### config.mk
export PLATFORM = sky130hd
export DESIGN_NAME = timer_follower_flat
export DESIGN_NICKNAME = d
export VERILOG_FILES = /design/src/rtl/timer_pkg.sv /design/src/rtl/timer_follower_if.sv /design/src/rtl/sync_edge.sv /design/src/rtl/timer_follower.sv /design/src/flat_wrapper.sv
export SDC_FILE = /design/constraint.sdc
export NUM_CORES = 1
export LEC_CHECK = 0
export ABC_AREA = 1
export BUFFER_PORTS_ARGS = -buffer_cell sky130_fd_sc_hd__buf_2
export CORE_AREA = 2 2 121 123
export DETAILED_ROUTE_END_ITERATION = 8
export DIE_AREA = 0 0 123 125
export GPL_TIMING_DRIVEN = 0
export PLACE_DENSITY = 0.82
export SETUP_SLACK_MARGIN = 0.05
export SYNTH_ARGS = -nofsm -noshare
export SYNTH_HDL_FRONTEND = slang
export SYNTH_SLANG_ARGS = --single-unit
### constraint.sdc
create_clock -name clk -period 7.2 [get_ports clk]
set_input_delay 0.36 -clock clk [delete_from_list [all_inputs] [get_ports clk]]
set_output_delay 0.36 -clock clk [all_outputs]
set_load 0.02 [all_outputs]
### src/rtl/timer_pkg.sv
// Shared widths, FSM encoding and default period length for the period timer blocks.
package timer_pkg;

    localparam int COUNT_W        = 17;
    localparam int PERIOD_W       = 48;
    localparam int CLK_PER_TT_DEF = 100_000;

    typedef enum logic [1:0] {
        UNLOCKED = 2'b00,
        ACQUIRE  = 2'b01,
        LOCKED   = 2'b10
    } state_t;

endpackage

### src/rtl/timer_follower_if.sv
// Sync input, period preload and local timebase outputs of the follower timer.
interface timer_follower_if;
    import timer_pkg::*;

    logic                sync_in;
    logic                period_load;
    logic [PERIOD_W-1:0] period_load_data;
    logic [COUNT_W-1:0]  counter;
    logic [PERIOD_W-1:0] period;
    logic                period_done;
    logic                locked;
    logic                err_early;
    logic                err_late;
    logic [15:0]         miss_total;

    modport master (
        output sync_in, period_load, period_load_data,
        input  counter, period, period_done, locked, err_early, err_late, miss_total
    );

    modport slave (
        input  sync_in, period_load, period_load_data,
        output counter, period, period_done, locked, err_early, err_late, miss_total
    );

endinterface

### src/rtl/sync_edge.sv
// Two-flop synchroniser for an asynchronous pulse followed by a rising-edge detector.
module sync_edge (
    input  logic clk,
    input  logic rst_n,
    input  logic async_in,
    output logic rise
);

    logic q1_r;
    logic q2_r;
    logic q3_r;

    // q1/q2 resolve metastability, q3 holds the previous synchronised level
    always_ff @(posedge clk or negedge rst_n) begin
        if (!rst_n) begin
            q1_r <= 1'b0;
            q2_r <= 1'b0;
            q3_r <= 1'b0;
        end else begin
            q1_r <= async_in;
            q2_r <= q1_r;
            q3_r <= q2_r;
        end
    end

    assign rise = q2_r & ~q3_r;

endmodule

### src/rtl/timer_follower.sv
// Follower period timer: locks onto the master's per-period sync pulse, flywheels through
// missing syncs and reproduces the in-period counter, period number and period tick.
module timer_follower
    import timer_pkg::*;
#(
    parameter int CLK_PER_TT = CLK_PER_TT_DEF,
    parameter int TOL        = 4,
    parameter int SYNC_LAT   = 2,
    parameter int ACQ_COUNT  = 3,
    parameter int MAX_MISS   = 2
) (
    input  logic            clk,
    input  logic            rst_n,
    timer_follower_if.slave tif
);

    localparam logic [COUNT_W-1:0]  CNT_LAST     = COUNT_W'(CLK_PER_TT - 1);
    localparam logic [COUNT_W-1:0]  CNT_END_LO   = COUNT_W'(CLK_PER_TT - TOL);
    localparam logic [COUNT_W-1:0]  CNT_SEEN_CLR = COUNT_W'(CLK_PER_TT - TOL - 1);
    localparam logic [COUNT_W-1:0]  CNT_TOL      = COUNT_W'(TOL);
    localparam logic [COUNT_W-1:0]  CNT_LAT      = COUNT_W'(SYNC_LAT);
    localparam logic [COUNT_W-1:0]  CNT_ZERO     = {COUNT_W{1'b0}};
    localparam logic [COUNT_W-1:0]  CNT_ONE      = {{(COUNT_W-1){1'b0}}, 1'b1};
    localparam logic [7:0]          GOOD_LOCK    = 8'(ACQ_COUNT);
    localparam logic [7:0]          MISS_DROP    = 8'(MAX_MISS);

    state_t              state_r, state_s;
    logic [COUNT_W-1:0]  counter_r, counter_s;
    logic [PERIOD_W-1:0] period_r, period_s, period_base_s;
    logic                period_done_r;
    logic                locked_r;
    logic                err_early_r;
    logic                err_late_r;
    logic [15:0]         miss_total_r, miss_total_s;
    logic                seen_r, seen_s;
    logic [7:0]          good_r, good_s;
    logic [7:0]          miss_r, miss_s;

    logic rise_s;
    logic active_s;
    logic in_end_s;
    logic in_start_s;
    logic accept_s;
    logic early_s;
    logic late_s;
    logic realign_s;
    logic inc_s;
    logic drop_s;

    sync_edge u_sync_edge (
        .clk      (clk),
        .rst_n    (rst_n),
        .async_in (tif.sync_in),
        .rise     (rise_s)
    );

    // Classify the synchronised edge against the pre-update counter and the seen flag
    always_comb begin
        active_s   = (state_r != UNLOCKED);
        in_end_s   = (counter_r >= CNT_END_LO);
        in_start_s = (counter_r <= CNT_TOL);
        accept_s   = active_s && rise_s && !seen_r && (in_end_s || in_start_s);
        early_s    = active_s && rise_s && !accept_s;
        late_s     = active_s && !seen_r && !rise_s && (counter_r == CNT_TOL);
        realign_s  = accept_s || (early_s && (state_r == ACQUIRE));
        // An end-window accept stands in for the natural wrap, a realign suppresses it
        inc_s      = (accept_s && in_end_s) ||
                     (active_s && !realign_s && (counter_r == CNT_LAST));
    end

    // Lock state machine with acquisition and consecutive-miss counting
    always_comb begin
        state_s = state_r;
        good_s  = good_r;
        miss_s  = miss_r;
        drop_s  = 1'b0;
        case (state_r)
            UNLOCKED: begin
                if (rise_s) begin
                    state_s = (GOOD_LOCK <= 8'd1) ? LOCKED : ACQUIRE;
                    good_s  = 8'd1;
                end else begin
                    state_s = UNLOCKED;
                    good_s  = 8'd0;
                end
                miss_s = 8'd0;
            end
            ACQUIRE: begin
                if (late_s) begin
                    state_s = UNLOCKED;
                    good_s  = 8'd0;
                    miss_s  = 8'd0;
                    drop_s  = 1'b1;
                end else if (accept_s) begin
                    good_s  = good_r + 8'd1;
                    miss_s  = 8'd0;
                    state_s = ((good_r + 8'd1) >= GOOD_LOCK) ? LOCKED : ACQUIRE;
                end else if (early_s) begin
                    good_s  = 8'd1;
                    state_s = ACQUIRE;
                end else begin
                    state_s = ACQUIRE;
                end
            end
            LOCKED: begin
                if (late_s) begin
                    if ((miss_r + 8'd1) >= MISS_DROP) begin
                        state_s = UNLOCKED;
                        good_s  = 8'd0;
                        miss_s  = 8'd0;
                        drop_s  = 1'b1;
                    end else begin
                        state_s = LOCKED;
                        miss_s  = miss_r + 8'd1;
                    end
                end else if (accept_s) begin
                    state_s = LOCKED;
                    miss_s  = 8'd0;
                end else begin
                    state_s = LOCKED;
                end
            end
            default: begin
                state_s = UNLOCKED;
                good_s  = 8'd0;
                miss_s  = 8'd0;
                drop_s  = 1'b1;
            end
        endcase
    end

    // Counter, seen flag, period number and miss statistics
    always_comb begin
        counter_s = counter_r;
        seen_s    = seen_r;
        if (!active_s) begin
            counter_s = rise_s ? CNT_LAT : CNT_ZERO;
            seen_s    = rise_s;
        end else if (drop_s) begin
            counter_s = CNT_ZERO;
            seen_s    = 1'b0;
        end else if (realign_s) begin
            counter_s = CNT_LAT;
            seen_s    = 1'b1;
        end else if (counter_r == CNT_LAST) begin
            counter_s = CNT_ZERO;
            seen_s    = seen_r;
        end else begin
            counter_s = counter_r + CNT_ONE;
            seen_s    = (counter_r == CNT_SEEN_CLR) ? 1'b0 : seen_r;
        end

        if (tif.period_load) begin
            period_base_s = tif.period_load_data;
        end else begin
            period_base_s = period_r;
        end
        period_s = period_base_s + {{(PERIOD_W-1){1'b0}}, inc_s};

        if (late_s && (miss_total_r != 16'hFFFF)) begin
            miss_total_s = miss_total_r + 16'd1;
        end else begin
            miss_total_s = miss_total_r;
        end
    end

    // State and output registers
    always_ff @(posedge clk or negedge rst_n) begin
        if (!rst_n) begin
            state_r       <= UNLOCKED;
            counter_r     <= CNT_ZERO;
            period_r      <= {PERIOD_W{1'b0}};
            period_done_r <= 1'b0;
            locked_r      <= 1'b0;
            err_early_r   <= 1'b0;
            err_late_r    <= 1'b0;
            miss_total_r  <= 16'd0;
            seen_r        <= 1'b0;
            good_r        <= 8'd0;
            miss_r        <= 8'd0;
        end else begin
            state_r       <= state_s;
            counter_r     <= counter_s;
            period_r      <= period_s;
            period_done_r <= inc_s;
            locked_r      <= (state_s == LOCKED);
            err_early_r   <= early_s;
            err_late_r    <= late_s;
            miss_total_r  <= miss_total_s;
            seen_r        <= seen_s;
            good_r        <= good_s;
            miss_r        <= miss_s;
        end
    end

    assign tif.counter     = counter_r;
    assign tif.period      = period_r;
    assign tif.period_done = period_done_r;
    assign tif.locked      = locked_r;
    assign tif.err_early   = err_early_r;
    assign tif.err_late    = err_late_r;
    assign tif.miss_total  = miss_total_r;

endmodule
### src/flat_wrapper.sv
// flat-port wrapper written by rule: the top's interface ports become plain ports
module timer_follower_flat import timer_pkg::*;
#(
    parameter int CLK_PER_TT = CLK_PER_TT_DEF,
    parameter int TOL        = 4,
    parameter int SYNC_LAT   = 2,
    parameter int ACQ_COUNT  = 3,
    parameter int MAX_MISS   = 2
)
  (clk, rst_n, tif_sync_in, tif_period_load, tif_period_load_data, tif_counter, tif_period, tif_period_done, tif_locked, tif_err_early, tif_err_late, tif_miss_total);
  timer_follower_if tif_i ();
  input  logic clk;
  input  logic rst_n;
  input wire logic [$bits(tif_i.sync_in)-1:0] tif_sync_in;
  input wire logic [$bits(tif_i.period_load)-1:0] tif_period_load;
  input wire logic [$bits(tif_i.period_load_data)-1:0] tif_period_load_data;
  output wire logic [$bits(tif_i.counter)-1:0] tif_counter;
  output wire logic [$bits(tif_i.period)-1:0] tif_period;
  output wire logic [$bits(tif_i.period_done)-1:0] tif_period_done;
  output wire logic [$bits(tif_i.locked)-1:0] tif_locked;
  output wire logic [$bits(tif_i.err_early)-1:0] tif_err_early;
  output wire logic [$bits(tif_i.err_late)-1:0] tif_err_late;
  output wire logic [$bits(tif_i.miss_total)-1:0] tif_miss_total;
  assign tif_i.sync_in = tif_sync_in;
  assign tif_i.period_load = tif_period_load;
  assign tif_i.period_load_data = tif_period_load_data;
  assign tif_counter = tif_i.counter;
  assign tif_period = tif_i.period;
  assign tif_period_done = tif_i.period_done;
  assign tif_locked = tif_i.locked;
  assign tif_err_early = tif_i.err_early;
  assign tif_err_late = tif_i.err_late;
  assign tif_miss_total = tif_i.miss_total;
  timer_follower #(.CLK_PER_TT(CLK_PER_TT), .TOL(TOL), .SYNC_LAT(SYNC_LAT), .ACQ_COUNT(ACQ_COUNT), .MAX_MISS(MAX_MISS)) u_core (.clk(clk), .rst_n(rst_n), .tif(tif_i));
endmodule
==> metrics.md, run 1 <==
| Metric | Value |
|---|---|
| Mapped Nets | `1024` |
| H-tree depth | `3` |
| Rows | `44` |
| Critical path cell sequence | `inv_1 -> ha_1 -> inv_1 -> nand2_1 -> nor2_1 -> nand3_1 -> nand4_1 -> clkbuf_1 -> o21ai_0 -> ha_1 -> ha_1 -> clkbuf_1 -> inv_1 -> nor3_4 -> nand2_1 -> xnor2_1` |
| Post-synth top area cell | `dfrtp_1` |
| Setup TNS | `0 ns` |
| Initial Util | `48.6%` |
| Clk root buf | `clkbuf_16` |
| Critical path's largest stage delay | `0.41 ns` |
| # diodes | `0` |
| Tightest Hold Check Type | `input pin to async pin` |
| Slew margin rel. | `48.0%` |
| Reg2Reg Setup Slack | `3.48 ns` |
| TritonRoute pass-1 iters | `6` |
| Post-CTS sizing | `0` |
| TritonCTS buffer count | `9` |
| Routability cong. | `0.951` |
| Max_cap viols | `0` |
| Post-synth cell types | `33` |
| Synth area leaders | `dfrtp_1 39%, nand2_1 14%, nor2_1 7.5%` |
| Maximum fanout along the worst path | `10` |
| FF-to-FF path depth | `16` |
| Final hold vios | `0` |
| Routed wire length per instance | `14.2 um` |
| Die area | `15400 um^2` |
| Critical Path Source Type | `register` |
| Worst reg2reg startpoint | `u_core.state_r[0]` |
| Crit path DAT | `3.96 ns` |
| Total gr overflow | `0` |
| Initial antenna violation count | `0` |
| Largest net degree at the start of global routing | `58` |
| Setup violators final | `0` |
| Hold buffers post-CTS | `0` |
| Hpwl dp | `14400 um` |
| Share of cells above drive strength 1 | `19.8%` |
| Syn_area_per_cell | `7.19 um^2` |
| Skew-Pair Late Insertion Delay | `0.36 ns` |
| Global-route wire length before repair | `30300 um` |
| Vias | `6699` |
| DIE WIDTH | `123 um` |
| Max-slew violations | `0` |
| CTS tree | `built` |
| Synth top area share | `38.8%` |
| P&R area growth vs syn | `17.7%` |
| Pwr Density | `203 nW/um^2` |
| Cell Area, Synth | `6900 um^2` |
| Worst R2R End | `u_core.tif.period[28]` |
| PortBufs | `135` |
| Die H | `125 um` |
| CP required | `7.44 ns` |
| Skew final | `0.0118 ns` |
| Post-synth top cells | `249 x nand2_1, 137 x nor2_1, 128 x inv_1, 107 x dfrtp_1, 77 x nand3_1` |
| DR iter-0 viols | `504` |
| Yosys warnings | `0` |
| Number of synthesized flops with an enable pin | `0` |
| NumNets Final | `1171` |
| I/O pin cnt | `137` |
| Worst Tran Pin Value | `0.781 ns` |
| Core outline area | `14200 um^2` |
| P_leak | `4.10 nW` |
| Setup crit end kind | `register` |
| CP max stage cell | `dfrtp_1` |
| Overall power | `0.00165 W` |
| Count leader, synth | `nand2_1` |
| Status | `finished clean` |
| Post-CTS Setup Repair Bufs | `0` |
| Gr usage total | `24.8%` |
| Most used DFF post-synth | `dfrtp_1` |
| CTS sink count | `107` |
| Vias in the first global route | `6418` |
| Sequential area share after synthesis | `38.8%` |
| Final wirelength | `18400 um` |
| Ys async rst share | `100%` |
| Setup repair after global routing missed its margin | `false` |
| Syn Inst Count | `959` |
| Worst vdd ir | `0.120 mV` |
| Post-route DRC | `0` |
| Vias per cell | `5.17` |
| Clock Pin Slew Worst Setup and Hold Paths | `0.08 ns` |
| Clock Tree Buf Depth | `2` |
| Tmin final | `3.72 ns` |
| Critical path type | `register to register` |
| #FFs+latches synth | `107` |
| Fin crit share | `51.7%` |
| Max Clk Rate | `269 MHz` |
| Remaining antenna violation count after routing | `0` |
==> power by group <==
| group | switching [W] | leakage (nW) | internal, W |
|---|---|---|---|
| combinational | 0.000316 | 2.60 | 0.000146 |
| clock | 0.000241 | 0.132 | 0.000248 |
| sequential | 0.0000432 | 1.37 | 0.000652 |
==> metal layers <==
metal,routed length [um],track usage (%),up-vias,part of all wire (%)
li1,-,-,3313,-
met1,8520,35.4,3132,46
met2,8280,38.8,235,45
met3,1280,3.97,19,6.9
met4,308,7.29,0,1.7
met5,0,0,-,0
==> registers in the layout, indices dropped and copies added, names as in the netlist <==
signal	count
u_core.seen_r	1
u_core.miss_r	8
u_core.tif.counter	17
u_core.u_sync_edge.q2_r	1
u_core.tif.locked	1
u_core.tif.err_late	1
u_core.tif.err_early	1
u_core.u_sync_edge.q3_r	1
u_core.state_r	2
u_core.tif.period	48
u_core.tif.period_done	1
u_core.good_r	8
u_core.tif.miss_total	16
u_core.u_sync_edge.q1_r	1
==> worst max path at each step <==
stage | startpoint | to | slack [ns] | cells past startpoint
4_1_cts | u_core.state_r[0] | u_core.tif.period[36] | 3.50 | 16
2_1_floorplan | u_core.tif.counter[0] | u_core.tif.period[36] | 4.26 | 15
3_3_place_gp | u_core.state_r[0] | u_core.tif.period[36] | 3.57 | 16
6_report | u_core.state_r[0] | u_core.tif.period[28] | 3.48 | 16
5_1_grt | u_core.state_r[0] | u_core.tif.period[28] | 3.09 | 16
3_5_place_dp | u_core.state_r[0] | u_core.tif.period[36] | 3.52 | 16
==> placed cells by master (no fill, tap or decap), drive strengths merged <==
cell,n
nand2,254
buf,151
nor2,148
inv,140
dfrtp,107
nand3,77
o21ai,60
xor2,44
nor3,31
xnor2,28
nand4,23
clkbuf,14
ha,13
a21oi,4
nor4,4
clkinvlp,3
and2,2
nand3b,2
mux2,1
o21bai,1
o211ai,1
mux2i,1
nor3b,1
clkinv,1
==> critical path: cells and delay by family (launching register included) <==
| kind | cells | cell delay (ns) |
|---|---|---|
| buffers and inverters | 5 | 0.98 |
| and+or+nand+nor | 6 | 0.94 |
| adders and majority gates | 3 | 0.80 |
| DFF | 1 | 0.41 |
| AOI/OAI and AO/OA | 1 | 0.32 |
| xor gates and xnor gates | 1 | 0.15 |
==> metrics by stage <==
| stage | hold slack, ns | worst slack [ns] | area (um^2) | utilization, % | std cells |
|---|---|---|---|---|---|
| floorplan | 0.0644 | 4.26 | 6900 | - | 959 |
| global placement | 0.334 | 3.57 | 7800 | 55.0 | 1278 |
| detailed placement | 0.338 | 3.52 | 7840 | 55.2 | 1279 |
| CTS | 0.0986 | 3.50 | 8120 | 57.2 | 1295 |
| global route | 0.109 | 3.09 | 8120 | 57.2 | 1295 |
| finish | 0.0847 | 3.48 | 8120 | 57.2 | 1295 |
==> cell families after synthesis <==
| logic type | after synthesis | synth area share (%) |
|---|---|---|
| simple gates | 542 | 33.9 |
| mux | 2 | 0.308 |
| fa+ha+maj | 13 | 2.36 |
| compound gates | 66 | 6.17 |
| buf+inv | 157 | 9.30 |
| flops | 107 | 38.8 |
| xor+xnor | 72 | 9.14 |
==> layout make-up <==
type	instances	area, um^2
tap	184	230
fill	1339	6080
timing repair buffer	136	706
clock inverter	6	48.8
clock buffer	10	239
sequential	107	2680
multi-input combinational	695	3580
buffer	19	124
inverter	138	518
Note: power is estimated with default switching activity, not from simulation.
==> run 2: changes to the inputs <==
PLACE_DENSITY = 0.85   (was 0.82)
clock period = 3.1 ns   (was 7.2 ns; I/O delays follow)
==> metrics.md, run 2 (same netlist as run 1, synthesis figures left out) <==
| Metric | Value |
|---|---|
| Status | `finished clean (unchanged)` |
| Share of cells above drive strength 1 | `21.2% (was 19.8%)` |
| DR iter-0 viols | `551 (was 504)` |
| Maximum fanout along the worst path | `10 (unchanged)` |
| I/O pin cnt | `137 (unchanged)` |
| Worst Tran Pin Value | `0.688 ns (was 0.781 ns)` |
| Die H | `125 um (unchanged)` |
| NumNets Final | `1180 (was 1171)` |
| Clk root buf | `clkbuf_16 (unchanged)` |
| Final wirelength | `18600 um (was 18400 um)` |
| Critical path type | `register to register (unchanged)` |
| Setup crit end kind | `register (unchanged)` |
| Routed wire length per instance | `14.2 um (about the same)` |
| Fin crit share | `92.2% (was 51.7%)` |
| Max-slew violations | `0 (unchanged)` |
| Skew final | `0.0113 ns (was 0.0118 ns)` |
| Worst setup margin | `0.243 ns (was 3.48 ns)` |
| Remaining antenna violation count after routing | `0 (unchanged)` |
| P&R area growth vs syn | `19.8% (was 17.7%)` |
| Slew margin rel. | `54.1% (was 48.0%)` |
| Reg2Reg Setup Slack | `0.24 ns (was 3.48 ns)` |
| Gr usage total | `25.0% (was 24.8%)` |
| Setup repair after global routing missed its margin | `false (unchanged)` |
| Rows | `44 (unchanged)` |
| Vias in the first global route | `6394 (was 6418)` |
| Overall power | `0.00384 W (was 0.00165 W)` |
| Skew-Pair Late Insertion Delay | `0.36 ns (about the same)` |
| CP required | `3.32 ns (was 7.44 ns)` |
| Worst vdd ir | `0.242 mV (was 0.120 mV)` |
| TritonCTS buffer count | `9 (unchanged)` |
| Most common cell after layout, fill and taps aside | `nand2_1 (unchanged)` |
| P_leak | `4.16 nW (was 4.10 nW)` |
| Core outline area | `14200 um^2 (unchanged)` |
| Routability cong. | `0.934 (was 0.951)` |
| TritonRoute pass-1 iters | `5 (was 6)` |
| Clock Pin Slew Worst Setup and Hold Paths | `0.07 ns (was 0.08 ns)` |
| H-tree depth | `3 (unchanged)` |
| Global-route wire length before repair | `30700 um (was 30300 um)` |
| Most frequent cells in the layout | `248 x nand2_1, 140 x buf_2, 134 x nor2_1 (was 249 x nand2_1, 140 x buf_2, 137 x nor2_1)` |
| Max_cap viols | `0 (unchanged)` |
| Largest register FFs | `48 (unchanged)` |
| Setup TNS | `0 ns (unchanged)` |
| DIE WIDTH | `123 um (unchanged)` |
| Largest net degree at the start of global routing | `57 (was 58)` |
| # diodes | `0 (unchanged)` |
| Place WS | `-0.723 ns (was 3.52 ns)` |
| CTS sink count | `107 (unchanged)` |
| Fin Hold WS | `0.119 ns (was 0.0847 ns)` |
| Final hold vios | `0 (unchanged)` |
| Pwr Density | `465 nW/um^2 (was 203 nW/um^2)` |
| PortBufs | `135 (unchanged)` |
| Total gr overflow | `0 (unchanged)` |
| Critical Path Source Type | `register (unchanged)` |
| Hpwl dp | `14500 um (was 14400 um)` |
| Vias per cell | `5.14 (was 5.17)` |
| Vias | `6697 (was 6699)` |
| Setup violators final | `0 (unchanged)` |
| Die area | `15400 um^2 (unchanged)` |
| CTS tree | `built (unchanged)` |
| Initial antenna violation count | `0 (unchanged)` |
| Clock Tree Buf Depth | `2 (unchanged)` |
| Tightest Hold Check Type | `input pin to register (was input pin to async pin)` |
| Post-route DRC | `0 (unchanged)` |
| Initial Util | `48.6% (unchanged)` |
| Max Clk Rate | `350 MHz (was 269 MHz)` |
| Tmin final | `2.86 ns (was 3.72 ns)` |
| Crit path DAT | `3.07 ns (was 3.96 ns)` |
==> run 2: path summary, 6_finish.rpt <==
check,cells after the start,from,to
max reg2reg,15,u_core.state_r[0],u_core.tif.period[45]
min,4,tif_period_load_data[25],u_core.tif.period[25]
max in group asynchronous,3,rst_n,u_core.tif.period[47]
min in group asynchronous,2,rst_n,u_core.good_r[2]
max,15,u_core.state_r[0],u_core.tif.period[45]
min reg2reg,0,u_core.u_sync_edge.q1_r,u_core.u_sync_edge.q2_r
==> run 2: layout make-up <==
type	instances	area [um^2]
buffer	18	130
clock buffer	12	256
clock inverter	4	25.0
fill	1329	5940
inverter	138	518
multi-input combinational	695	3640
sequential	107	2680
tap	184	230
timing repair buffer	146	786
==> run 2: worst max-delay path, stage by stage (launching register included) <==
cell and delay [ns]:
dfrtp_1 0.40, inv_1 0.09, ha_2 0.21, nor2_1 0.08, inv_1 0.13, nor2_1 0.08
nand3_2 0.11, nand4_1 0.14, clkbuf_8 0.20, o21ai_4 0.20, ha_4 0.22, buf_4 0.12
nand2_1 0.12, nor2_2 0.28, nand3_1 0.16, xor2_1 0.16
==> run 2: power by group <==
group          switching [W]  internal, W  leakage (nW)
Sequential          0.000101      0.00152          1.37
Combinational       0.000748     0.000366          2.66
Clock               0.000524     0.000587         0.135
Total                0.00137      0.00247          4.16
==> run 2: layer usage <==
layer  vias to the layer above  global-route usage, %  share of wire [%]
met3                        31                   4.88                6.8
met1                      3122                   36.2                 47
met5                         -                      0                  0
met2                       225                   37.8                 44
met4                         0                   7.82                2.2
li1                       3319                      -                  -
==> run 2: per-stage QoR <==
stage | utilization (%) | instance area [um^2] | instances
finish | 58.2 | 8270 | 1304
floorplan | - | 6900 | 959
detailed placement | 55.2 | 7840 | 1279
CTS | 57.7 | 8190 | 1297
global route | 58.2 | 8270 | 1304
global placement | 55.0 | 7800 | 1278
==> run 2: repair_timing <==
action | in CTS | in global routing
setup buffers | 1 | 7
resized for setup | 12 | 7
pin swaps | 1 | 4
endpoints found under the hold margin | 52 | 0
hold buffers | 2 | 0
endpoints found under the setup margin | 42 | 20
